## config.mk

```make
export PLATFORM = sky130hd
export DESIGN_NAME = ps2_note_decoder
export DESIGN_NICKNAME = d
export VERILOG_FILES = /design/src/rtl/ps2_note_pkg.sv /design/src/rtl/scancode_to_note.sv /design/src/rtl/ps2_note_decoder.sv
export SDC_FILE = /design/constraint.sdc
export NUM_CORES = 1
export LEC_CHECK = 0
export ABC_AREA = 0
export ABC_CLOCK_PERIOD_IN_PS = 4900
export BUFFER_PORTS_ARGS = -buffer_cell sky130_fd_sc_hd__buf_2
export CORE_ASPECT_RATIO = 1.1
export CORE_UTILIZATION = 40
export CTS_BUF_LIST = sky130_fd_sc_hd__clkbuf_2
export DETAILED_ROUTE_END_ITERATION = 6
export RECOVER_POWER = 100
export SLEW_MARGIN = 20
export SYNTH_ARGS = -nofsm -noshare
export SYNTH_HDL_FRONTEND = slang
export SYNTH_SLANG_ARGS = --single-unit
```

## constraint.sdc

```tcl
create_clock -name clk -period 4.9 [get_ports clk]
set_input_delay 0.245 -clock clk [delete_from_list [all_inputs] [get_ports clk]]
set_output_delay 0.245 -clock clk [all_outputs]
set_load 0.005 [all_outputs]
```

## src/rtl/ps2_note_pkg.sv

```systemverilog
// Shared constants for the PS/2 note decoder: scan codes, note codes, FSM states.
package ps2_note_pkg;

    // Prefix bytes
    localparam logic [7:0] BREAK_PFX = 8'hF0;
    localparam logic [7:0] EXT_PFX   = 8'hE0;

    // Piano-row make codes
    localparam logic [7:0] KEY_C    = 8'h1C;
    localparam logic [7:0] KEY_CS   = 8'h1D;
    localparam logic [7:0] KEY_D    = 8'h1B;
    localparam logic [7:0] KEY_DS   = 8'h24;
    localparam logic [7:0] KEY_E    = 8'h23;
    localparam logic [7:0] KEY_F    = 8'h2B;
    localparam logic [7:0] KEY_FS   = 8'h2C;
    localparam logic [7:0] KEY_G    = 8'h34;
    localparam logic [7:0] KEY_GS   = 8'h35;
    localparam logic [7:0] KEY_A    = 8'h33;
    localparam logic [7:0] KEY_AS   = 8'h3C;
    localparam logic [7:0] KEY_B    = 8'h3B;
    localparam logic [7:0] KEY_HI_C = 8'h42;

    // Octave step keys
    localparam logic [7:0] OCT_DN = 8'h1A;
    localparam logic [7:0] OCT_UP = 8'h22;

    // Note codes
    localparam logic [3:0] NOTE_C  = 4'd0;
    localparam logic [3:0] NOTE_CS = 4'd1;
    localparam logic [3:0] NOTE_D  = 4'd2;
    localparam logic [3:0] NOTE_DS = 4'd3;
    localparam logic [3:0] NOTE_E  = 4'd4;
    localparam logic [3:0] NOTE_F  = 4'd5;
    localparam logic [3:0] NOTE_FS = 4'd6;
    localparam logic [3:0] NOTE_G  = 4'd7;
    localparam logic [3:0] NOTE_GS = 4'd8;
    localparam logic [3:0] NOTE_A  = 4'd9;
    localparam logic [3:0] NOTE_AS = 4'd10;
    localparam logic [3:0] NOTE_B  = 4'd11;

    // Prefix-tracking FSM
    typedef enum logic [1:0] {
        ST_IDLE      = 2'd0,
        ST_BREAK     = 2'd1,
        ST_EXT       = 2'd2,
        ST_EXT_BREAK = 2'd3
    } state_t;

endpackage

```

## src/rtl/scancode_to_note.sv

```systemverilog
// Combinational Set-2 make-code classifier: note keys, high-C key, octave keys.
module scancode_to_note
    import ps2_note_pkg::*;
(
    input  logic [7:0] ps2_byte,
    output logic       is_note,
    output logic [3:0] note,
    output logic       octave_plus1,
    output logic       is_oct_dn,
    output logic       is_oct_up
);

    // Map one scan code to its note or octave-key meaning
    always_comb begin
        is_note      = 1'b1;
        note         = NOTE_C;
        octave_plus1 = 1'b0;
        is_oct_dn    = 1'b0;
        is_oct_up    = 1'b0;
        case (ps2_byte)
            KEY_C:    note = NOTE_C;
            KEY_CS:   note = NOTE_CS;
            KEY_D:    note = NOTE_D;
            KEY_DS:   note = NOTE_DS;
            KEY_E:    note = NOTE_E;
            KEY_F:    note = NOTE_F;
            KEY_FS:   note = NOTE_FS;
            KEY_G:    note = NOTE_G;
            KEY_GS:   note = NOTE_GS;
            KEY_A:    note = NOTE_A;
            KEY_AS:   note = NOTE_AS;
            KEY_B:    note = NOTE_B;
            KEY_HI_C: begin
                note         = NOTE_C;
                octave_plus1 = 1'b1;
            end
            OCT_DN: begin
                is_note   = 1'b0;
                is_oct_dn = 1'b1;
            end
            OCT_UP: begin
                is_note   = 1'b0;
                is_oct_up = 1'b1;
            end
            default:  is_note = 1'b0;
        endcase
    end

endmodule

```

## src/rtl/ps2_note_decoder.sv

```systemverilog
// PS/2 scan-code to note decoder: prefix FSM, octave register, held-key tracking.
module ps2_note_decoder
    import ps2_note_pkg::*;
#(
    parameter int unsigned DEFAULT_OCTAVE = 4,
    parameter int unsigned MAX_OCTAVE     = 6
) (
    input  logic       clk,
    input  logic       reset,
    input  logic [7:0] ps2_byte,
    input  logic       ps2_valid,
    output logic       note_in,
    output logic [3:0] note,
    output logic [2:0] octave,
    output logic       key_held,
    output logic       note_off
);

    localparam logic [2:0] DEF_OCT = 3'(DEFAULT_OCTAVE);
    localparam logic [2:0] MAX_OCT = 3'(MAX_OCTAVE);

    state_t     r_state, w_state_nxt;
    logic [2:0] r_oct_reg, w_oct_reg_nxt;
    logic [7:0] r_held_code, w_held_code_nxt;
    logic       r_note_in, w_note_in_nxt;
    logic       r_note_off, w_note_off_nxt;
    logic [3:0] r_note, w_note_nxt;
    logic [2:0] r_octave, w_octave_nxt;
    logic       r_key_held, w_key_held_nxt;

    logic       w_is_note;
    logic [3:0] w_map_note;
    logic       w_oct_plus1;
    logic       w_is_oct_dn;
    logic       w_is_oct_up;
    logic       w_is_prefix;

    scancode_to_note u_map (
        .ps2_byte     (ps2_byte),
        .is_note      (w_is_note),
        .note         (w_map_note),
        .octave_plus1 (w_oct_plus1),
        .is_oct_dn    (w_is_oct_dn),
        .is_oct_up    (w_is_oct_up)
    );

    assign w_is_prefix = (ps2_byte == BREAK_PFX) || (ps2_byte == EXT_PFX);

    // State, octave, held-code and output registers
    always_ff @(posedge clk) begin
        if (reset) begin
            r_state     <= ST_IDLE;
            r_oct_reg   <= DEF_OCT;
            r_held_code <= '0;
            r_note_in   <= 1'b0;
            r_note_off  <= 1'b0;
            r_note      <= '0;
            r_octave    <= DEF_OCT;
            r_key_held  <= 1'b0;
        end else begin
            r_state     <= w_state_nxt;
            r_oct_reg   <= w_oct_reg_nxt;
            r_held_code <= w_held_code_nxt;
            r_note_in   <= w_note_in_nxt;
            r_note_off  <= w_note_off_nxt;
            r_note      <= w_note_nxt;
            r_octave    <= w_octave_nxt;
            r_key_held  <= w_key_held_nxt;
        end
    end

    // Prefix tracking: F0 marks a break, E0 marks an extended key
    always_comb begin
        w_state_nxt = r_state;
        if (ps2_valid) begin
            case (r_state)
                ST_IDLE: begin
                    if (ps2_byte == BREAK_PFX)    w_state_nxt = ST_BREAK;
                    else if (ps2_byte == EXT_PFX) w_state_nxt = ST_EXT;
                end
                ST_BREAK: begin
                    if (ps2_byte != BREAK_PFX) w_state_nxt = ST_IDLE;
                end
                ST_EXT: begin
                    if (ps2_byte == BREAK_PFX) w_state_nxt = ST_EXT_BREAK;
                    else                       w_state_nxt = ST_IDLE;
                end
                default: w_state_nxt = ST_IDLE;
            endcase
        end
    end

    // Make/break handling: note latch, octave stepping, release detection
    always_comb begin
        w_oct_reg_nxt   = r_oct_reg;
        w_held_code_nxt = r_held_code;
        w_note_in_nxt   = 1'b0;
        w_note_off_nxt  = 1'b0;
        w_note_nxt      = r_note;
        w_octave_nxt    = r_octave;
        w_key_held_nxt  = r_key_held;
        if (ps2_valid) begin
            if (r_state == ST_IDLE && !w_is_prefix) begin
                if (w_is_note) begin
                    if (!(r_key_held && ps2_byte == r_held_code)) begin
                        w_note_in_nxt   = 1'b1;
                        w_note_nxt      = w_map_note;
                        w_key_held_nxt  = 1'b1;
                        w_held_code_nxt = ps2_byte;
                        if (w_oct_plus1 && r_oct_reg < MAX_OCT)
                            w_octave_nxt = r_oct_reg + 3'd1;
                        else if (w_oct_plus1)
                            w_octave_nxt = MAX_OCT;
                        else
                            w_octave_nxt = r_oct_reg;
                    end
                end else if (w_is_oct_dn) begin
                    if (r_oct_reg != 3'd0) w_oct_reg_nxt = r_oct_reg - 3'd1;
                end else if (w_is_oct_up) begin
                    if (r_oct_reg < MAX_OCT) w_oct_reg_nxt = r_oct_reg + 3'd1;
                end
            end else if (r_state == ST_BREAK && ps2_byte != BREAK_PFX) begin
                if (r_key_held && ps2_byte == r_held_code) begin
                    w_note_off_nxt = 1'b1;
                    w_key_held_nxt = 1'b0;
                end
            end
        end
    end

    assign note_in  = r_note_in;
    assign note_off = r_note_off;
    assign note     = r_note;
    assign octave   = r_octave;
    assign key_held = r_key_held;

endmodule

```

# Word level (Yosys, flattened, before mapping)
# Cells that the tools add are included.
# op_classes
n_addsub	2
mul	0
div	0
order_cmp	1
eq_ne	26
shift	0
n_mux	23
bitwise_logic	5
n_reduce_logical	19
# ops
cell	count
8-bit by 6-bit equality test with 1-bit output, second input constant	10
4-bit case mux with 11 select lines	1
8-bit by 5-bit equality test with 1-bit output, second input constant	4
3-bit 2-to-1 mux	6
8-bit equality test, second input constant	2
13-bit OR reduction	1
1-bit 2-to-1 mux	11
8-bit by 7-bit equality test with 1-bit output, second input constant	1
8-bit equality test	1
2-bit 2-to-1 mux	4
8-bit != test, second input constant	1
2-bit nonzero test	4
4-bit OR reduction	2
2-bit != test, second input constant	3
2-bit case mux with 3 select lines	1
6-bit AND reduction	1
1-bit inverter	5
5-bit AND reduction	1
1-bit logical AND	4
4-bit AND reduction	1
3-bit by 1-bit adder with 3-bit output, second input constant	1
3-bit less-than comparator, second input constant	1
3-bit != test, second input constant	1
3-bit AND reduction	1
8 further kinds	8
# word_totals
register_bits	23
latchBits	0
ramBits	0
mem_bits_ro	0
in_bits	11
out_inout_bits	10
elab_cells	84
memories	0

# Longest topological paths before layout
# logic_depth
word_depth	6
mapped_depth	8
mapped_depth_nobuf	6

# Hierarchy
# A second synthesis with hierarchy kept.
# unflattened
hier_cells	156
area_unflattened_um2	1377.6
# modules_own_cells
mod	instances	cells_per_inst	area_per_inst_um2	seq_area_each_um2
ps2_note_decoder	1	114	1113.6	460.4
scancode_to_note	1	42	264.0	0.0

# Least setup slack after synthesis
# OpenSTA, ideal clock, no wires.
# synth_path
kind	in2reg
start	input port ps2_byte[0]
end	register r_oct_reg[2]
setup_time_ns	0.124
arrival_ns	1.617
required_ns	4.776
path_slack_ns	3.159
cell_stages	6
path_buffers	1
cell_sequence	buf_2 or3b_1 nor3_2 mux2_2 a211oi_1 a31oi_1
# synth_via
elab_chain_cells	5
elab_cells_between_ends	30
cone_classes	18 x eq/ne; 4 x mux; 1 x bitwise; 7 x reduce/logical
# synth_rtl
element	line_no	text
start: declaration	ps2_note_decoder.sv:10	input logic [7:0] ps2_byte,
8-bit by 5-bit equality test with 1-bit output, or another cell as far along	scancode_to_note.sv:20	case (ps2_byte)
13-bit OR reduction (no source line) / 1-bit logical OR (equally long branches)	--	
1-bit 2-to-1 mux / 1-bit zero test (equally long branches)	scancode_to_note.sv:20, ps2_note_decoder.sv:103	
1-bit inverter (no source line) / 1-bit logical AND (equally long branches)	--	
6-bit AND reduction (no source line)	--	
end signal: assignment	ps2_note_decoder.sv:62	r_oct_reg <= w_oct_reg_nxt;
end: declaration	ps2_note_decoder.sv:23	logic [2:0] r_oct_reg, w_oct_reg_nxt;
# Parallel ways exist; a longest one is shown, timed or not.
# A chain may end at the register's enable or synchronous reset.

# Worst setup path after layout
# layout_path
start	input port ps2_byte[0]
end	register r_held_code[7]
# layout_via
elab_chain_cells	5
elab_cells_between_ends	24
cone_classes	16 x eq/ne; 1 x mux; 1 x bitwise; 6 x reduce/logical
# layout_rtl
element	line_no	text
parallel branches: the longest is 4 deep, another holds 13-bit OR reduction	--	
4-bit AND reduction (no source line) (*)	--	
end signal: assignment	ps2_note_decoder.sv:63	r_held_code <= w_held_code_nxt;
end: declaration	ps2_note_decoder.sv:24	logic [7:0] r_held_code, w_held_code_nxt;
# Mark *: on every way between the ends.

==> summary.txt <==
Status
  • Status: finished clean

Setup path
  • Required @ worst endpoint: 5.17 ns
  • Critical Path End: r_held_code[7]
  • CP Launch Type: input port
  • Critical path class: in -> reg
  • Reg2reg end: r_held_code[7]
  • R2R Setup Slk: approximately 2.8 ns
  • Worst setup EP type: flip-flop
  • FF-to-FF path depth: 5
  • WP data arrival: roughly 2.5 ns
  • CP max FO: 14
  • Worst flop-to-flop path startpoint: r_state[1]
  • Crit. Startpoint: ps2_byte[0]

Timing
  • Fin Setup TNS: 0 ns
  • Fmax: about 450 MHz
  • Final Critical Period: ~2.2 ns
  • Fin crit share: a little under half
  • Worst-Margin Slew: 1.06 ns
  • Max-Slew Margin vs Limit: 29.0%
  • RSZ-0062 raised after global routing: false
  • Final setup fails: 0
  • Final hold viol count: 0
  • Worst clock skew: between 0.02 and 0.025 ns
  • Final worst slack: about 2.7 ns
  • Max-slew violation count: 0

CTS
  • Clock Latency Late Sink: ~0.34 ns
  • CTS tree: done
  • Setup Fix Bufs, Post-CTS: 0
  • Post-cts resize count: 0
  • H-tree levels: 1
  • Root buffer cell: clkbuf_2
  • Clock transition at path regs: about 0.23 ns
  • CTS Buf Count: 3
  • CTS sink cnt: 23
  • Maximum clock insertion buffer count: 2
  • Hold buffers post-CTS: 0

Global route
  • Total GRT Usage: between 10% and 20%
  • Vias in the first global route: about 1200
  • Largest net degree at the start of global routing: 23
  • First-pass GRT wire length: between 5000 and 6000 um
  • Initial antenna violation count: 0
  • Total global routing overflow: 0

Hold path
  • Worst Hold Depth: 3
  • Hold Crit Start: ps2_valid
  • Worst hold path type: in -> reg

Place
  • DP HPWL: ~2400 um
  • Buffers on Ports: 20
  • GPL Wtd Cong: 0.869
  • Pre-CTS setup slack: around 2.7 ns

Flow run
  • Max Cap Violations: 0

Floorplan
  • # IOs: 21
  • Rows: 22
  • Core Footprint: approximately 3400 um^2
  • Initial Util: 42.6%
  • Die X: just under 60 um
  • Die area: around 3900 um^2
  • Die height: between 60 and 70 um

Drt
  • Initial DRC Count: 56
  • Via Count: ~1300
  • Detailed Routing Iterations Pass 1: 4
  • Via/cell ratio: roughly 5.5
  • ANT nets after route: 0
  • Residual DRC: 0
  • WL/cell: 14.4 um
  • WL final: ~3300 um

Synth
  • Syn Nets: around 180
  • Sequential area share after synthesis: 31.7%
  • Flops & latches, synth: 23
  • Syn avg cell area: 8.71 um^2
  • Netlist cell types: between 50 and 60
  • Fraction of registers with async set or reset after synthesis: 0%
  • Area of the mapped netlist: ~1500 um^2
  • Number of synthesized flops with an enable pin: 0
  • Synth Instances: 167
  • Yosys warns: 0
  • Synth Flop Type: dfxtp_1

Finish
  • Nets: ~190
  • Largest register FFs: 8
  • FILL cells: roughly 370
  • Proportion of layout cells with a drive suffix above 1: 16.8%
  • ANT cells: 0
  • Growth of design area from synthesis to finish: 5.08%
  • Most frequent cells in the layout: 23 x dfxtp_1, 16 x a21oi_1, 16 x buf_2
  • Most common cell after layout, fill and taps aside: dfxtp_1
  • Top reg by flops: r_held_code

Power and ir drop
  • Pwr/cell area: 204 nW/um^2
  • P_leak: between 0.0005 and 0.0006 uW
  • Peak supply drop: between 0.1 and 0.15 mV
synth_stat cells (all sizes together), types with 3 or more instances:
master  instances  area, um^2
nor3            4        25.0
ha              3        37.5
buf            10        82.6
nor4b           3        26.3
nand2b          3        18.8
dfxtp          23         460
xor2            8        70.1
inv             6        22.5
a211oi          3        22.5
o21ai          11        55.1
nor2           12        45.0
nand3           9        50.1
a21oi          16        80.1
clkbuf          3        11.3
nand2           8        30.0
a31oi           5        31.3
cell families (layout without fill, tap and decap cells):
| family | count (synthesis) | in the layout | synth area share (%) |
|---|---|---|---|
| DFF | 23 | 23 | 31.7 |
| adders and majority gates | 3 | 3 | 2.58 |
| and+or+nand+nor | 58 | 58 | 24.9 |
| xor gates and xnor gates | 10 | 10 | 6.02 |
| AOI/OAI and AO/OA | 51 | 51 | 24.7 |
| buffers and inverters | 19 | 31 | 8.00 |
| muxes | 3 | 3 | 2.15 |
area by class of cell:
| cell class | instances | area, um^2 | area share, % |
|---|---|---|---|
| multi-input combinational | 125 | 862 | 56.4 |
| clock buffer | 3 | 15.0 | 0.983 |
| tap | 48 | 60.1 | 3.93 |
| timing repair buffer | 21 | 103 | 6.72 |
| inverter | 6 | 22.5 | 1.47 |
| sequential | 23 | 460 | 30.1 |
| clock inverter | 1 | 5.00 | 0.328 |
layer usage:
layer	share of wire (%)	track usage, %
met5	0	0
met4	0.67	4.46
met3	3.3	2.95
met2	50	33.4
met1	46	22.9
per-stage QoR:
stage / hold WS [ns] / util (%) / std cells / total power (uW) / area, um^2
final: 0.169 / 44.8 / 227 / 312 / 1530
after global routing: 0.161 / 44.8 / 227 / 329 / 1530
after detailed placement: 0.461 / 44.8 / 223 / 240 / 1530
after floorplan: 0.372 / - / 167 / 230 / 1450
after CTS: 0.162 / 45.3 / 227 / 318 / 1550
after global placement: 0.460 / 44.8 / 223 / 239 / 1530
power breakdown:
part / switching (uW) / internal [uW] / total (uW)
logic: 29.1 / 15.7 / 44.8
registers: 1.21 / 190 / 191
clock network: 57.9 / 18.5 / 76.4
total: 88.2 / 224 / 312
critical path, cell delays in order:
cell	delay, ns
clkbuf_1	0.49
or4b_1	0.28
o211ai_1	0.15
a31oi_1	0.80
nand2_1	0.26
and3_1	0.26
worst min-delay path by stage:
| stage | to | slack [ns] |
|---|---|---|
| floorplan | octave[2] | 0.37 |
| finish | r_state[0] | 0.17 |
| CTS | r_state[0] | 0.16 |
| global route | r_state[1] | 0.16 |
| detailed placement | key_held | 0.46 |
| global placement | note[2] | 0.46 |
Note: power is estimated with default switching activity, not from simulation.
